`src/rtl/wvf_pkg.sv`:
```
// Shared types and default widths for the LUT waveform burst sequencer.
// The state encoding is fixed at 3 bits so downstream debug taps stay stable.
package wvf_pkg;

  localparam int CNT_WIDTH_DEF = 16;
  localparam int PER_WIDTH_DEF = 8;

  typedef enum logic [2:0] {
    ST_IDLE  = 3'd0,
    ST_ARM   = 3'd1,
    ST_RUN   = 3'd2,
    ST_PAUSE = 3'd3,
    ST_FIN   = 3'd4
  } wvf_state_e;

endpackage

```
`src/rtl/wvf_tick_gen.sv`:
```
// Loadable modulo counter: counts 0..limit while enabled, then wraps to zero.
// wrap is high in the cycle the counter sits at limit; clr parks it at zero.
module wvf_tick_gen #(
  parameter int W = 16
) (
  input  logic         clk,
  input  logic         rst_n,
  input  logic         clr,
  input  logic         en,
  input  logic [W-1:0] limit,
  output logic         wrap
);

  logic [W-1:0] cnt_r;

  // Counter state: clear dominates, otherwise advance modulo limit+1
  always_ff @(posedge clk) begin
    if (!rst_n) begin
      cnt_r <= '0;
    end else if (clr) begin
      cnt_r <= '0;
    end else if (en) begin
      if (cnt_r == limit) begin
        cnt_r <= '0;
      end else begin
        cnt_r <= cnt_r + W'(1'b1);
      end
    end else begin
      cnt_r <= cnt_r;
    end
  end

  assign wrap = en && !clr && (cnt_r == limit);

endmodule

```
`src/rtl/wvf_burst_ctrl.sv`:
```
// Burst sequencer for the LUT waveform generator: N periods per burst, M bursts,
// programmable step spacing and inter-burst pause. Every output is a flop.
module wvf_burst_ctrl
  import wvf_pkg::*;
#(
  parameter int CNT_WIDTH = CNT_WIDTH_DEF,
  parameter int PER_WIDTH = PER_WIDTH_DEF
) (
  input  logic                 CLK_SYS,
  input  logic                 nRST,
  input  logic                 START,
  input  logic                 ABORT,
  input  logic [CNT_WIDTH-1:0] WAIT_CYC,
  input  logic [PER_WIDTH-1:0] NUM_PERIODS,
  input  logic [PER_WIDTH-1:0] NUM_BURSTS,
  input  logic [CNT_WIDTH-1:0] PAUSE_CYC,
  input  logic                 LUT_END,
  output logic                 EN_LUT,
  output logic                 TRGG_LUT,
  output logic                 BUSY,
  output logic                 DONE,
  output logic                 ERR,
  output logic [PER_WIDTH-1:0] PERIOD_CNT,
  output logic [PER_WIDTH-1:0] BURST_CNT
);

  wvf_state_e           state_r;
  wvf_state_e           state_nxt_s;

  logic [CNT_WIDTH-1:0] wait_r;
  logic [CNT_WIDTH-1:0] pause_r;
  logic [PER_WIDTH-1:0] nper_r;
  logic [PER_WIDTH-1:0] nbur_r;
  logic [PER_WIDTH-1:0] per_cnt_r;
  logic [PER_WIDTH-1:0] bur_cnt_r;

  logic [PER_WIDTH-1:0] per_cnt_nxt_s;
  logic [PER_WIDTH-1:0] bur_cnt_nxt_s;
  logic [PER_WIDTH-1:0] per_inc_s;
  logic [PER_WIDTH-1:0] bur_inc_s;
  logic [CNT_WIDTH-1:0] wait_lim_s;

  logic                 cfg_ok_s;
  logic                 cfg_load_s;
  logic                 err_nxt_s;
  logic                 en_nxt_s;
  logic                 trg_nxt_s;
  logic                 busy_nxt_s;
  logic                 done_nxt_s;

  logic                 trg_en_s;
  logic                 trg_wrap_s;
  logic                 pause_en_s;
  logic                 pause_wrap_s;

  // The step counter also runs during ARM so the first trigger lands WAIT_CYC
  // cycles after EN_LUT rises; WAIT_CYC=1 then wraps every cycle.
  assign trg_en_s   = (state_r == ST_ARM) || (state_r == ST_RUN);
  assign pause_en_s = (state_r == ST_PAUSE);
  assign wait_lim_s = wait_r - CNT_WIDTH'(1'b1);

  wvf_tick_gen #(.W(CNT_WIDTH)) u_trg_tick (
    .clk   (CLK_SYS),
    .rst_n (nRST),
    .clr   (!trg_en_s),
    .en    (trg_en_s),
    .limit (wait_lim_s),
    .wrap  (trg_wrap_s)
  );

  // Pause lasts PAUSE_CYC+1 cycles: the counter visits 0..PAUSE_CYC
  wvf_tick_gen #(.W(CNT_WIDTH)) u_pause_tick (
    .clk   (CLK_SYS),
    .rst_n (nRST),
    .clr   (!pause_en_s),
    .en    (pause_en_s),
    .limit (pause_r),
    .wrap  (pause_wrap_s)
  );

  assign cfg_ok_s  = (WAIT_CYC != '0) && (NUM_PERIODS != '0) && (NUM_BURSTS != '0);
  assign per_inc_s = per_cnt_r + PER_WIDTH'(1'b1);
  assign bur_inc_s = bur_cnt_r + PER_WIDTH'(1'b1);

  // State, config latch, counters and output flops
  always_ff @(posedge CLK_SYS) begin
    if (!nRST) begin
      state_r   <= ST_IDLE;
      wait_r    <= '0;
      pause_r   <= '0;
      nper_r    <= '0;
      nbur_r    <= '0;
      per_cnt_r <= '0;
      bur_cnt_r <= '0;
      EN_LUT    <= 1'b0;
      TRGG_LUT  <= 1'b0;
      BUSY      <= 1'b0;
      DONE      <= 1'b0;
      ERR       <= 1'b0;
    end else begin
      state_r   <= state_nxt_s;
      per_cnt_r <= per_cnt_nxt_s;
      bur_cnt_r <= bur_cnt_nxt_s;
      EN_LUT    <= en_nxt_s;
      TRGG_LUT  <= trg_nxt_s;
      BUSY      <= busy_nxt_s;
      DONE      <= done_nxt_s;
      ERR       <= err_nxt_s;
      if (cfg_load_s) begin
        wait_r  <= WAIT_CYC;
        pause_r <= PAUSE_CYC;
        nper_r  <= NUM_PERIODS;
        nbur_r  <= NUM_BURSTS;
      end else begin
        wait_r  <= wait_r;
        pause_r <= pause_r;
        nper_r  <= nper_r;
        nbur_r  <= nbur_r;
      end
    end
  end

  // Next state and counter values; ABORT outranks START and LUT_END
  always_comb begin
    state_nxt_s   = state_r;
    per_cnt_nxt_s = per_cnt_r;
    bur_cnt_nxt_s = bur_cnt_r;
    cfg_load_s    = 1'b0;
    err_nxt_s     = 1'b0;
    if (ABORT) begin
      state_nxt_s = ST_IDLE;
    end else begin
      case (state_r)
        ST_IDLE: begin
          if (START && cfg_ok_s) begin
            cfg_load_s    = 1'b1;
            per_cnt_nxt_s = '0;
            bur_cnt_nxt_s = '0;
            state_nxt_s   = ST_ARM;
          end else if (START) begin
            err_nxt_s   = 1'b1;
            state_nxt_s = ST_IDLE;
          end else begin
            state_nxt_s = ST_IDLE;
          end
        end
        ST_ARM: begin
          state_nxt_s = ST_RUN;
        end
        ST_RUN: begin
          if (LUT_END) begin
            per_cnt_nxt_s = per_inc_s;
            if (per_inc_s == nper_r) begin
              bur_cnt_nxt_s = bur_inc_s;
              if (bur_inc_s == nbur_r) begin
                state_nxt_s = ST_FIN;
              end else begin
                state_nxt_s = ST_PAUSE;
              end
            end else begin
              state_nxt_s = ST_RUN;
            end
          end else begin
            state_nxt_s = ST_RUN;
          end
        end
        ST_PAUSE: begin
          if (pause_wrap_s) begin
            per_cnt_nxt_s = '0;
            state_nxt_s   = ST_ARM;
          end else begin
            state_nxt_s = ST_PAUSE;
          end
        end
        ST_FIN: begin
          state_nxt_s = ST_IDLE;
        end
        default: begin
          state_nxt_s = ST_IDLE;
        end
      endcase
    end
  end

  // Output values are decoded from the state about to be entered
  always_comb begin
    en_nxt_s   = 1'b0;
    trg_nxt_s  = 1'b0;
    busy_nxt_s = 1'b1;
    done_nxt_s = 1'b0;
    case (state_nxt_s)
      ST_IDLE: begin
        busy_nxt_s = 1'b0;
      end
      ST_ARM: begin
        en_nxt_s = 1'b1;
      end
      ST_RUN: begin
        en_nxt_s  = 1'b1;
        trg_nxt_s = trg_wrap_s;
      end
      ST_PAUSE: begin
        busy_nxt_s = 1'b1;
      end
      ST_FIN: begin
        done_nxt_s = 1'b1;
      end
      default: begin
        busy_nxt_s = 1'b0;
      end
    endcase
  end

  assign PERIOD_CNT = per_cnt_r;
  assign BURST_CNT  = bur_cnt_r;

endmodule

```
`config.mk`:
```
export PLATFORM = sky130hd
export DESIGN_NAME = wvf_burst_ctrl
export DESIGN_NICKNAME = d
export VERILOG_FILES = /design/src/rtl/wvf_pkg.sv /design/src/rtl/wvf_tick_gen.sv /design/src/rtl/wvf_burst_ctrl.sv
export SDC_FILE = /design/constraint.sdc
export NUM_CORES = 1
export LEC_CHECK = 0
export BUFFER_PORTS_ARGS = -buffer_cell sky130_fd_sc_hd__buf_4
export CAP_MARGIN = 20
export CORE_MARGIN = 2
export CORE_UTILIZATION = 60
export CTS_BUF_LIST = sky130_fd_sc_hd__clkbuf_4
export DETAILED_ROUTE_END_ITERATION = 8
export PLACE_DENSITY = 0.83
export SLEW_MARGIN = 5
export SYNTH_ARGS = -nofsm -noshare
export SYNTH_HDL_FRONTEND = slang
export SYNTH_SLANG_ARGS = --single-unit
```
`constraint.sdc`:
```
create_clock -name CLK_SYS -period 3.4 [get_ports CLK_SYS]
set_clock_uncertainty 0.05 [all_clocks]
set_input_delay 0.51 -clock CLK_SYS [delete_from_list [all_inputs] [get_ports CLK_SYS]]
set_output_delay 0.51 -clock CLK_SYS [all_outputs]
set_load 0.02 [all_outputs]
```
* Word level (Yosys, flattened, before mapping) *
Index checks and enable logic that the tools add are counted.

operators by class
  equal/unequal tests = 15
  $lt $le $gt $ge = 0
  $mul = 0
  bitwise gates (word level) = 5
  reduce and logical (&&, ||, !) cells = 20
  shift-type cells = 0
  multiplexer cells = 21
  div/mod/pow operators = 0
  add/subtract/negate cells = 5

operator list
  operator                                               number
  2-to-1 mux 8 bit                                       5
  adder 16 x 1 -> 16 bit, second input constant          2
  == test 16 bit                                         2
  case mux 8 bit (3 select lines)                        1
  adder 8 x 1 -> 8 bit, second input constant            2
  == test 8 bit                                          2
  case mux 8 bit (2 select lines)                        1
  nonzero test 16 bit                                    1
  nonzero test 8 bit                                     2
  subtractor 16 x 1 -> 16 bit, second input constant     1
  == test 3 x 2 -> 1 bit, second input constant          4
  2-to-1 mux 3 bit                                       4
  case mux 3 bit (4 select lines)                        1
  AND reduction 5 bit                                    2
  2-to-1 mux 1 bit                                       8
  OR reduction 4 bit                                     2
  == test 3 x 1 -> 1 bit, second input constant          2
  OR reduction 3 bit                                     2
  logical AND 1 bit                                      5
  NOT 1 bit                                              5
  inequality test 2 x 1 -> 1 bit, second input constant  2
  inequality test 2 bit, second input constant           2
  == test 3 bit, second input constant                   1
  zero test 3 bit                                        1
  6 further kinds                                        6

word-level totals
  memory bits (writable) = 0
  bits of input ports = 53
  memories = 0
  logic and storage cells = 80
  latch bits = 0
  register bits = 104
  bits in read-only memories = 0

* Logic depth before layout (Yosys ltp) *
Gate-level depths: netlist of the first run.

  depth after elaboration = 10
  depth in mapped cells = 10
  mapped depth without buffers = 9

* By module *
From an unflattened synthesis of the first run, not the netlist that was laid out.

second synthesis, totals
  cell total of the unflattened synthesis = 619
  area, all modules = 5604.1 um^2

by module, submodules not included
  module          seq. area each (um^2)  area each (um^2)  instances  cells each
  wvf_burst_ctrl  1441.4                 3807.4            1          417
  wvf_tick_gen    320.3                  898.4             2          101

* Worst setup path before layout of the first run *
Ideal clock, no wire load.

  kind = reg2reg
  from = register wait_r[6]
  to = register u_trg_tick.cnt_r[10]
  stages on the path, launching flop included = 9
  data required time = 3.211 ns
  slack = 0.632 ns
  buffers on the path = 1
  data arrival time = 2.578 ns
  path through = dfxtp_1 -> or4_1 -> or4_4 -> nor4_1 -> xnor2_1 -> nand3_1 -> a2111oi_4 -> buf_6 -> nor3_2

on the way
  cells in the longest elaborated chain, start to end = 3

RTL lines
  element                              line                   source
  from (decl)                          wvf_burst_ctrl.sv:30   logic [CNT_WIDTH-1:0] wait_r;
  from (signal assigned)               wvf_burst_ctrl.sv:115  wait_r <= wait_r;
  subtractor 16 x 1 -> 16 bit          wvf_burst_ctrl.sv:60   assign wait_lim_s = wait_r - CNT_WIDTH'(1'b1);
  == test 16 bit                       wvf_tick_gen.sv:23     if (cnt_r == limit) begin
  OR reduction 3 bit (no source line)  -
  to (signal assigned)                 wvf_tick_gen.sv:26     cnt_r <= cnt_r + W'(1'b1);
  to (signal assigned)                 wvf_tick_gen.sv:29     cnt_r <= cnt_r;
  to (decl)                            wvf_tick_gen.sv:14     logic [W-1:0] cnt_r;

No other way between the ends.
A chain may end at the register's enable or synchronous reset.

* Final worst setup path of the first run *
  from = register wait_r[6]
  to = register TRGG_LUT

on the way
  cells in the longest elaborated chain, start to end = 3

RTL lines
  element                      line                   source
  subtractor 16 x 1 -> 16 bit  wvf_burst_ctrl.sv:60
  == test 16 bit               wvf_tick_gen.sv:33     assign wrap = en && !clr && (cnt_r == limit);
  logical AND 1 bit            wvf_tick_gen.sv:33
  to (signal assigned)         wvf_burst_ctrl.sv:105  TRGG_LUT <= trg_nxt_s;
  to (decl)                    wvf_burst_ctrl.sv:19   output logic TRGG_LUT,

No other way between the ends.

==> results of run 1 <==
-- flip-flops by register name (all words and copies together) (netlist names) --
name / cells
pause_r: 16
TRGG_LUT: 1
PERIOD_CNT: 8
EN_LUT: 1
u_pause_tick.cnt_r: 16
BURST_CNT: 8
nper_r: 8
wait_r: 16
nbur_r: 8
ERR: 1
u_trg_tick.cnt_r: 16
BUSY: 1
DONE: 1
state_r: 3
-- cell families after synthesis --
group | synth area share, %
simple gates | 28.4
xor+xnor | 13.1
mux | 0.370
buf+inv | 2.91
flops | 38.5
compound gates | 15.6
fa+ha+maj | 1.16
-- layer usage --
metal	wire, um	share of wire [%]
met1	5350	43
met2	6220	50
met3	596	4.8
met4	148	1.2
met5	0	0
-- placed cells by master (no fill, tap or decap), drive strengths merged, types with 2 or more instances in the layout --
cell type / instances
o21ai: 12
nor2: 50
ha: 5
nand2: 129
dfxtp: 104
and2: 8
or3: 5
a211o: 2
o211ai: 4
or4: 4
nor4: 16
nand4: 6
or2: 2
inv: 11
xnor2: 35
nor3b: 3
o2111ai: 3
nor3: 24
nand3: 29
mux2i: 2
o41ai: 2
nor2b: 7
buf: 78
a21boi: 56
clkinv: 3
o31ai: 2
and4b: 2
a31oi: 5
o21ba: 2
a21oi: 4
and4: 3
nand2b: 3
xor2: 46
and3: 14
clkbuf: 9
o221a: 6
o21a: 3
-- metrics by stage --
stage	setup slack, ps	utilization, %	instances
2_1_floorplan	632	-	652
3_3_place_gp	559	68.9	807
3_5_place_dp	458	68.9	807
4_1_cts	431	70.6	823
5_1_grt	297	70.6	823
6_report	400	70.6	823
-- final cells by class --
class / instances / share of cell area, %
multi-input combinational: 508 / 51.6
tap: 108 / 2.19
timing repair buffer: 78 / 9.51
sequential: 104 / 33.8
inverter: 9 / 0.549
clock inverter: 7 / 1.28
clock buffer: 9 / 1.10
-- final timing paths --
path	startpoint	to	slack, ps	cells after the start
worst min register to register	pause_r[4]$_SDFFE_PN0P_	pause_r[4]$_SDFFE_PN0P_	440	2
worst max-delay path	wait_r[6]$_SDFFE_PN0P_	TRGG_LUT$_SDFF_PN0_	400	8
worst min-delay path	PAUSE_CYC[5]	pause_r[5]$_SDFFE_PN0P_	240	3
worst max register to register	wait_r[6]$_SDFFE_PN0P_	TRGG_LUT$_SDFF_PN0_	400	8
-- worst max-delay path: cells and delay by family, from the launching register on --
| kind | cells | cell delay [ps] |
|---|---|---|
| xor+xnor | 1 | 170 |
| simple gates | 5 | 1670 |
| buf+inv | 1 | 310 |
| flops | 1 | 400 |
| compound gates | 1 | 340 |
-- Yosys cell counts (3+ instances only) --
cell type	n	area share (%)
nand2_1	129	8.9
dfxtp_1	104	38
a21boi_0	56	7.8
nor2_1	50	3.5
xor2_1	46	7.4
xnor2_1	35	5.7
nand3_1	29	2.7
clkbuf_1	27	1.9
nor4_1	16	1.8
and3_1	14	1.6
nor3_1	14	1.3
o21ai_0	11	1.0
nor3_2	10	1.8
inv_1	9	0.62
and2_1	8	0.92
nor2b_1	7	0.81
nand4_1	6	0.69
o221a_2	6	1.2
a31oi_1	5	0.58
ha_1	5	1.2
a21oi_1	4	0.37
o211ai_1	4	0.55
or3_1	4	0.46
and4_1	3	0.49
buf_1	3	0.21
nand2b_1	3	0.35
nor3b_1	3	0.42
o2111ai_1	3	0.49
o21a_1	3	0.42
-- where the power goes --
part / total, uW / internal [uW] / leakage [uW] / switching, uW
Combinational: 297 / 141 / 0.00143 / 157
Sequential: 1280 / 1250 / 0.000843 / 30.4
Clock: 657 / 233 / 0.0000761 / 425
==> results.json, run 1 <==
{
  "die_h_um": 99.0,
  "fin_crit_ps": 3000,
  "cp-start-kind": "flip-flop",
  "critPathMaxFanout": 17,
  "num-fill-cells": 708,
  "die_w_um": 99.0,
  "portBuffers": 73,
  "grt_pass1_vias": 4705,
  "cts_tree": "done",
  "grt_use_met2_pct": 46.7,
  "ff_latch_area_mm2": 0.00208,
  "cp.arrival_ps": 3350,
  "ys_seq_area_share_pct": 38.5,
  "synth_edf_count": 0,
  "grt_overflow": 0,
  "globalRouteMet1Util_pct": 32.7,
  "clkTransAtPathRegs_ps": 170,
  "cap_violations": 0,
  "detail_route.iter0.violations": 119,
  "viasPerCell": 5.72,
  "clock-sinks": 104,
  "cts_resized": 0,
  "crit_required_ps": 3750,
  "via_count": 4706,
  "ys_warn_count": 0,
  "start_util_pct": 62.1,
  "antenna_found_initial": 0,
  "gp_congestion": 0.857,
  "cts_max_path_buffers": 2,
  "tightest_slew_ps": 921,
  "fin_area_mm2": 0.00616,
  "synth_cell_types": 57,
  "slew_viol_final": 0,
  "syn_to_final_growth_pct": 13.8,
  "synthesis.nets": 710,
  "wire_per_inst_um": 15.0,
  "dieArea_mm2": 0.00980,
  "synthArstFlopShare_pct": 0,
  "timing.hold.ws_ps": 241,
  "netlist_instances": 652,
  "hp-class": "input pin to flip-flop",
  "grt.busiest_layer": "met2",
  "ys.flop_type": "dfxtp_1",
  "end_kind": "flip-flop",
  "rows": 34,
  "setup_viol": 0,
  "io_pins": 74,
  "drive_gt1_share_pct": 16.9,
  "fmax_ghz": 0.333,
  "grtUsageMet3_pct": 4.82,
  "clock_latency_ps": 450,
  "nNetsFinal": 768,
  "antenna_cells": 0,
  "syn_area_mm2": 0.00541,
  "fin_crit_sh_pct": 88.2,
  "drcViolationCount": 0,
  "cp_cell_sequence": "or4_1 > or4_4 > nor4_1 > xnor2_1 > nand3_1 > a2111oi_4 > buf_4 > and4bb_1",
  "p_leak_uw": 0.00234,
  "grt_setup_unrepaired": "no",
  "critPathMaxStageDelay_ps": 560,
  "tns_ps": 0,
  "ant_nets": 0,
  "postRouteWirelength_um": 12300,
  "p_per_area_mw_per_mm2": 363,
  "drtPass1Iterations": 4,
  "hold_violations": 0,
  "grt_pass1_wl_um": 21300,
  "dp_hpwl_um": 9030,
  "timing.slew.headroom_pct": 38.6,
  "postCtsHoldBufs": 0,
  "grt_start_max_net_pins": 49,
  "ir_worst_vdd_mv": 0.193,
  "cts_root_buffer": "clkbuf_4",
  "cts_buffers": 9,
  "post-cts-setup-buffers": 0,
  "synth_seq_cells": 104,
  "avgSynthCellArea_um2": 8.30,
  "slowest_stage": "or4_1",
  "worst-setup-path-type": "flip-flop to flip-flop",
  "multi_input_area_mm2": 0.00317,
  "status": "complete, no violations",
  "total_power_uw": 2240,
  "htreeDepth": 3,
  "placed_area_mm2": 0.00601,
  "grt_usage_pct": 26.2,
  "coreArea_mm2": 0.00872
}
Power figures use the tool's default switching activity.
==> run 2, diff against run 1 <==
==> constraint.sdc (replaced) <==
create_clock -name CLK_SYS -period 3.4 [get_ports CLK_SYS]
set_clock_uncertainty 0.05 [all_clocks]
set_input_delay 1.02 -clock CLK_SYS [delete_from_list [all_inputs] [get_ports CLK_SYS]]
set_output_delay 1.02 -clock CLK_SYS [all_outputs]
set_load 0.02 [all_outputs]
==> run 2 against run 1 <==
  * Global-route usage fell by 0.35 points
  * Critical path depth is the same
  * Design area grew 1.3%
  * Sequential share of layout area decreased by 0.44 points
  * Combinational power rose by 3%
  * First-iteration DRC count up 120%
  * Worst hold slack gained 190 ps
  * Sequential power about the same
  * Critical endpoint unchanged
  * Highest routed layer unchanged
==> results.json, run 2 (synthesis gave the netlist of run 1 again) <==
{
  "hold_depth": 2,
  "p_per_area_mw_per_mm2": 372,
  "cp-start-kind": "flip-flop",
  "postRouteWirelength_um": 12300,
  "critPathMaxFanout": 8,
  "num-fill-cells": 654,
  "grt_setup_unrepaired": "no",
  "fin_crit_sh_pct": 92.7,
  "nNetsFinal": 771,
  "ant_nets": 0,
  "cp.arrival_ps": 3490,
  "setup_viol": 0,
  "placed_area_mm2": 0.00607,
  "wire_per_inst_um": 14.9,
  "fmax_ghz": 0.317,
  "p_leak_uw": 0.00239,
  "cts_root_buffer": "clkbuf_4",
  "post-route-util_pct": 71.5,
  "cts_buffers": 9,
  "postCtsHoldBufs": 0,
  "total_power_uw": 2320,
  "dieArea_mm2": 0.00980,
  "portBuffers": 73,
  "io_pins": 74,
  "grt_start_max_net_pins": 58,
  "grt_pass1_wl_um": 20800,
  "end_kind": "flip-flop",
  "status": "complete, no violations",
  "htreeDepth": 3,
  "clkTransAtPathRegs_ps": 170,
  "ir_worst_vdd_mv": 0.216,
  "r2r_cells": 8,
  "coreArea_mm2": 0.00872,
  "cts_max_path_buffers": 2,
  "clock-sinks": 104,
  "viasPerCell": 5.76,
  "antenna_cells": 0,
  "worst-setup-path-type": "flip-flop to flip-flop",
  "crit_required_ps": 3740,
  "cap_violations": 0,
  "final_common_cell": "nand2_1",
  "syn_to_final_growth_pct": 15.3,
  "drtPass1Iterations": 5,
  "clock_latency_ps": 470,
  "antenna_found_initial": 0,
  "die_w_um": 99.0,
  "grt_overflow": 0,
  "cts_resized": 0,
  "detail_route.iter0.violations": 258,
  "hold_violations": 0,
  "slew_viol_final": 0,
  "start_util_pct": 62.1,
  "die_h_um": 99.0,
  "hp-class": "flip-flop to flip-flop",
  "post-cts-setup-buffers": 0,
  "dp_hpwl_um": 8840,
  "rows": 34,
  "grt_usage_pct": 25.9,
  "drcViolationCount": 0,
  "gp_congestion": 0.849,
  "reg2reg_slack_ps": 250,
  "cts_tree": "done",
  "grt_pass1_vias": 4565,
  "timing.slew.headroom_pct": 47.2,
  "fin_area_mm2": 0.00624,
  "tightest_slew_ps": 790,
  "mostFrequentLayoutCells": "129 x nand2_1, 104 x dfxtp_1, 78 x buf_4",
  "drive_gt1_share_pct": 17.3,
  "tns_ps": 0,
  "fin_crit_ps": 3150,
  "via_count": 4751
}
-- run 2: cell count changes in the layout (fill, tap and decap cells not counted) --
cell,previous run,this run
clkinv_4,2,1
buf_12,0,3
bufinv_16,1,2
clkinvlp_4,1,0
clkinv_1,1,0
inv_8,1,2
-- run 2: area by class of cell --
| cell class | instances | area [um2] | share of cell area (%) |
|---|---|---|---|
| Inverter | 9 | 33.8 | 0.542 |
| Clock buffer | 9 | 67.6 | 1.08 |
| Timing Repair Buffer | 81 | 646 | 10.3 |
| Multi-Input combinational cell | 508 | 3170 | 50.9 |
| Tap cell | 108 | 135 | 2.17 |
| Clock inverter | 6 | 100 | 1.60 |
| Sequential cell | 104 | 2080 | 33.4 |
-- run 2: final timing paths --
path	startpoint	to
worst max-delay path	BURST_CNT[0]$_SDFFE_PN0P_	TRGG_LUT$_SDFF_PN0_
worst min-delay path	pause_r[0]$_SDFFE_PN0P_	pause_r[0]$_SDFFE_PN0P_
worst max register to register	BURST_CNT[0]$_SDFFE_PN0P_	TRGG_LUT$_SDFF_PN0_
worst min register to register	pause_r[0]$_SDFFE_PN0P_	pause_r[0]$_SDFFE_PN0P_
-- run 2: critical path, stage by stage (launching register included) --
cell       delay (ps)
dfxtp_1           510
ha_1              350
nand3_1           170
xnor2_1           310
o2111ai_1         170
nor4_1            670
nor2b_1           360
a21o_1            230
and4bb_1          240
-- run 2: metrics by stage --
step | std cells | hold WS, ps | setup slack (ps)
4_1_cts | 825 | 440 | 311
3_5_place_dp | 810 | 412 | 330
5_1_grt | 825 | 470 | 56.4
3_3_place_gp | 810 | 405 | 350
6_report | 825 | 436 | 248
2_1_floorplan | 652 | 390 | 632
-- run 2: report_power, final --
group	leakage (uW)	switching, uW	internal [uW]
registers	0.000843	30.3	1250
logic	0.00145	157	147
clock network	0.0000904	426	309
-- run 2: per-layer routing --
layer	global-route usage, %	part of all wire [%]	wire [um]	vias to the layer above
li1	-	-	-	2377
met1	32.9	44	5460	2224
met2	44.9	49	6040	131
met3	5.04	5.1	623	19
met4	6.85	1.7	211	0
met5	0	0	0	-
==> run 3, diff against run 2 <==
Settings changed: MAX_ROUTING_LAYER from default to met4, PLACE_DENSITY 0.83 to 0.9.
==> run 3 against run 2 <==
  * Total power fell by 2.5%
  * First-iteration DRC count shrank 20%
  * Core utilization down 0.66 points
  * Non-clock buffer count shrank 1
  * Die area did not move
  * Critical endpoint is now BURST_CNT[5]$_SDFFE_PN0P_
  * Largest cell class unchanged
  * Largest power group unchanged
  * Highest routed layer unchanged
==> results.json, run 3 (synthesis gave the netlist of run 1 again) <==
{
  "status": "complete, no violations",
  "fin_crit_sh_pct": 87.2,
  "grt_pass1_vias": 4736,
  "cp-start-kind": "flip-flop",
  "setup_viol": 0,
  "cts_resized": 0,
  "antenna_cells": 0,
  "hold_violations": 0,
  "drcViolationCount": 0,
  "cap_violations": 0,
  "htreeDepth": 3,
  "postRouteWirelength_um": 12400,
  "postCtsHoldBufs": 0,
  "wire_per_inst_um": 15.0,
  "clkTransAtPathRegs_ps": 170,
  "cts_root_buffer": "clkbuf_4",
  "drive_gt1_share_pct": 17.2,
  "hp-class": "flip-flop to flip-flop",
  "critPathMaxStageDelay_ps": 650,
  "cp_cell_sequence": "nand3_1 > or4b_2 > a31oi_1 > o2111ai_1 > or4_1 > nor3_1 > o221a_2",
  "p_per_area_mw_per_mm2": 366,
  "fin_crit_ps": 2960,
  "syn_to_final_growth_pct": 14.2,
  "fmax_ghz": 0.337,
  "slew_viol_final": 0,
  "coreArea_mm2": 0.00872,
  "drtPass1Iterations": 5,
  "via_count": 4810,
  "slowest_stage": "or4_1",
  "worst-setup-path-type": "flip-flop to flip-flop",
  "p_leak_uw": 0.00236,
  "viasPerCell": 5.83,
  "dieArea_mm2": 0.00980,
  "cp.arrival_ps": 3340,
  "timing.slew.headroom_pct": 43.2,
  "die_w_um": 99.0,
  "io_pins": 74,
  "grt_usage_pct": 26.5,
  "fin_area_mm2": 0.00618,
  "grt_overflow": 0,
  "cts_max_path_buffers": 2,
  "rows": 34,
  "cts_tree": "done",
  "grt_setup_unrepaired": "no",
  "final_common_cell": "nand2_1",
  "grt_pass1_wl_um": 20900,
  "ir_worst_vdd_mv": 0.197,
  "end_kind": "flip-flop",
  "clock-sinks": 104,
  "clock_latency_ps": 460,
  "detail_route.iter0.violations": 206,
  "crit_required_ps": 3770,
  "gp_congestion": 0.867,
  "cts_buffers": 9,
  "nNetsFinal": 770,
  "post-cts-setup-buffers": 0,
  "ant_nets": 0,
  "grt_start_max_net_pins": 41,
  "die_h_um": 99.0,
  "placed_area_mm2": 0.00602,
  "critPathMaxFanout": 10,
  "mostFrequentLayoutCells": "129 x nand2_1, 104 x dfxtp_1, 80 x buf_4",
  "start_util_pct": 62.1,
  "tns_ps": 0,
  "antenna_found_initial": 0,
  "portBuffers": 73,
  "tightest_slew_ps": 849,
  "dp_hpwl_um": 9210
}
[run 3: layout make-up]
| class | instances | area (um2) |
|---|---|---|
| Multi-Input combinational cell | 508 | 3170 |
| Inverter | 9 | 33.8 |
| Fill cell | 638 | 2540 |
| Clock inverter | 7 | 88.8 |
| Tap cell | 108 | 135 |
| Timing Repair Buffer | 80 | 601 |
| Sequential cell | 104 | 2080 |
| Clock buffer | 9 | 67.6 |
[run 3: per-stage QoR]
stage          instances  utilization, %  hold slack (ps)  setup slack [ps]  power [uW]
6_report             825            70.9              435               436        2260
5_1_grt              825            70.9              472               251        2360
3_5_place_dp         809            69.1              418               325        1600
2_1_floorplan        652               -              390               632        1490
3_3_place_gp         809            69.1              402               465        1590
4_1_cts              825            70.9              438               484        2270
[run 3: power breakdown]
group	leakage, uW	internal, uW	switching [uW]
Clock	0.0000856	241	441
Sequential	0.000843	1250	31.4
Combinational	0.00144	142	155
[run 3: per-layer routing]
metal	GRT usage (%)	part of all wire, %	up-vias
met5	-	0	-
met4	9.06	1.7	0
met3	6.10	5.3	21
met2	45.3	51	149
met1	30.7	42	2258
li1	-	-	2382
[run 3: worst max-delay path, delay by kind of cell (launching register included)]
kind             cells  cell delay (ps)
flip-flops           1              510
AND/OR/NAND/NOR      4             1660
AO/OA/AOI/OAI        3              700
[run 3: worst paths after layout]
path | start | endpoint | depth (start not counted) | slack, ps
worst max-delay path | PERIOD_CNT[2]$_SDFFE_PN0P_ | BURST_CNT[5]$_SDFFE_PN0P_ | 7 | 440
worst min-delay path | pause_r[7]$_SDFFE_PN0P_ | pause_r[7]$_SDFFE_PN0P_ | 2 | 430
worst max register to register | PERIOD_CNT[2]$_SDFFE_PN0P_ | BURST_CNT[5]$_SDFFE_PN0P_ | 7 | 440
worst min register to register | pause_r[7]$_SDFFE_PN0P_ | pause_r[7]$_SDFFE_PN0P_ | 2 | 430
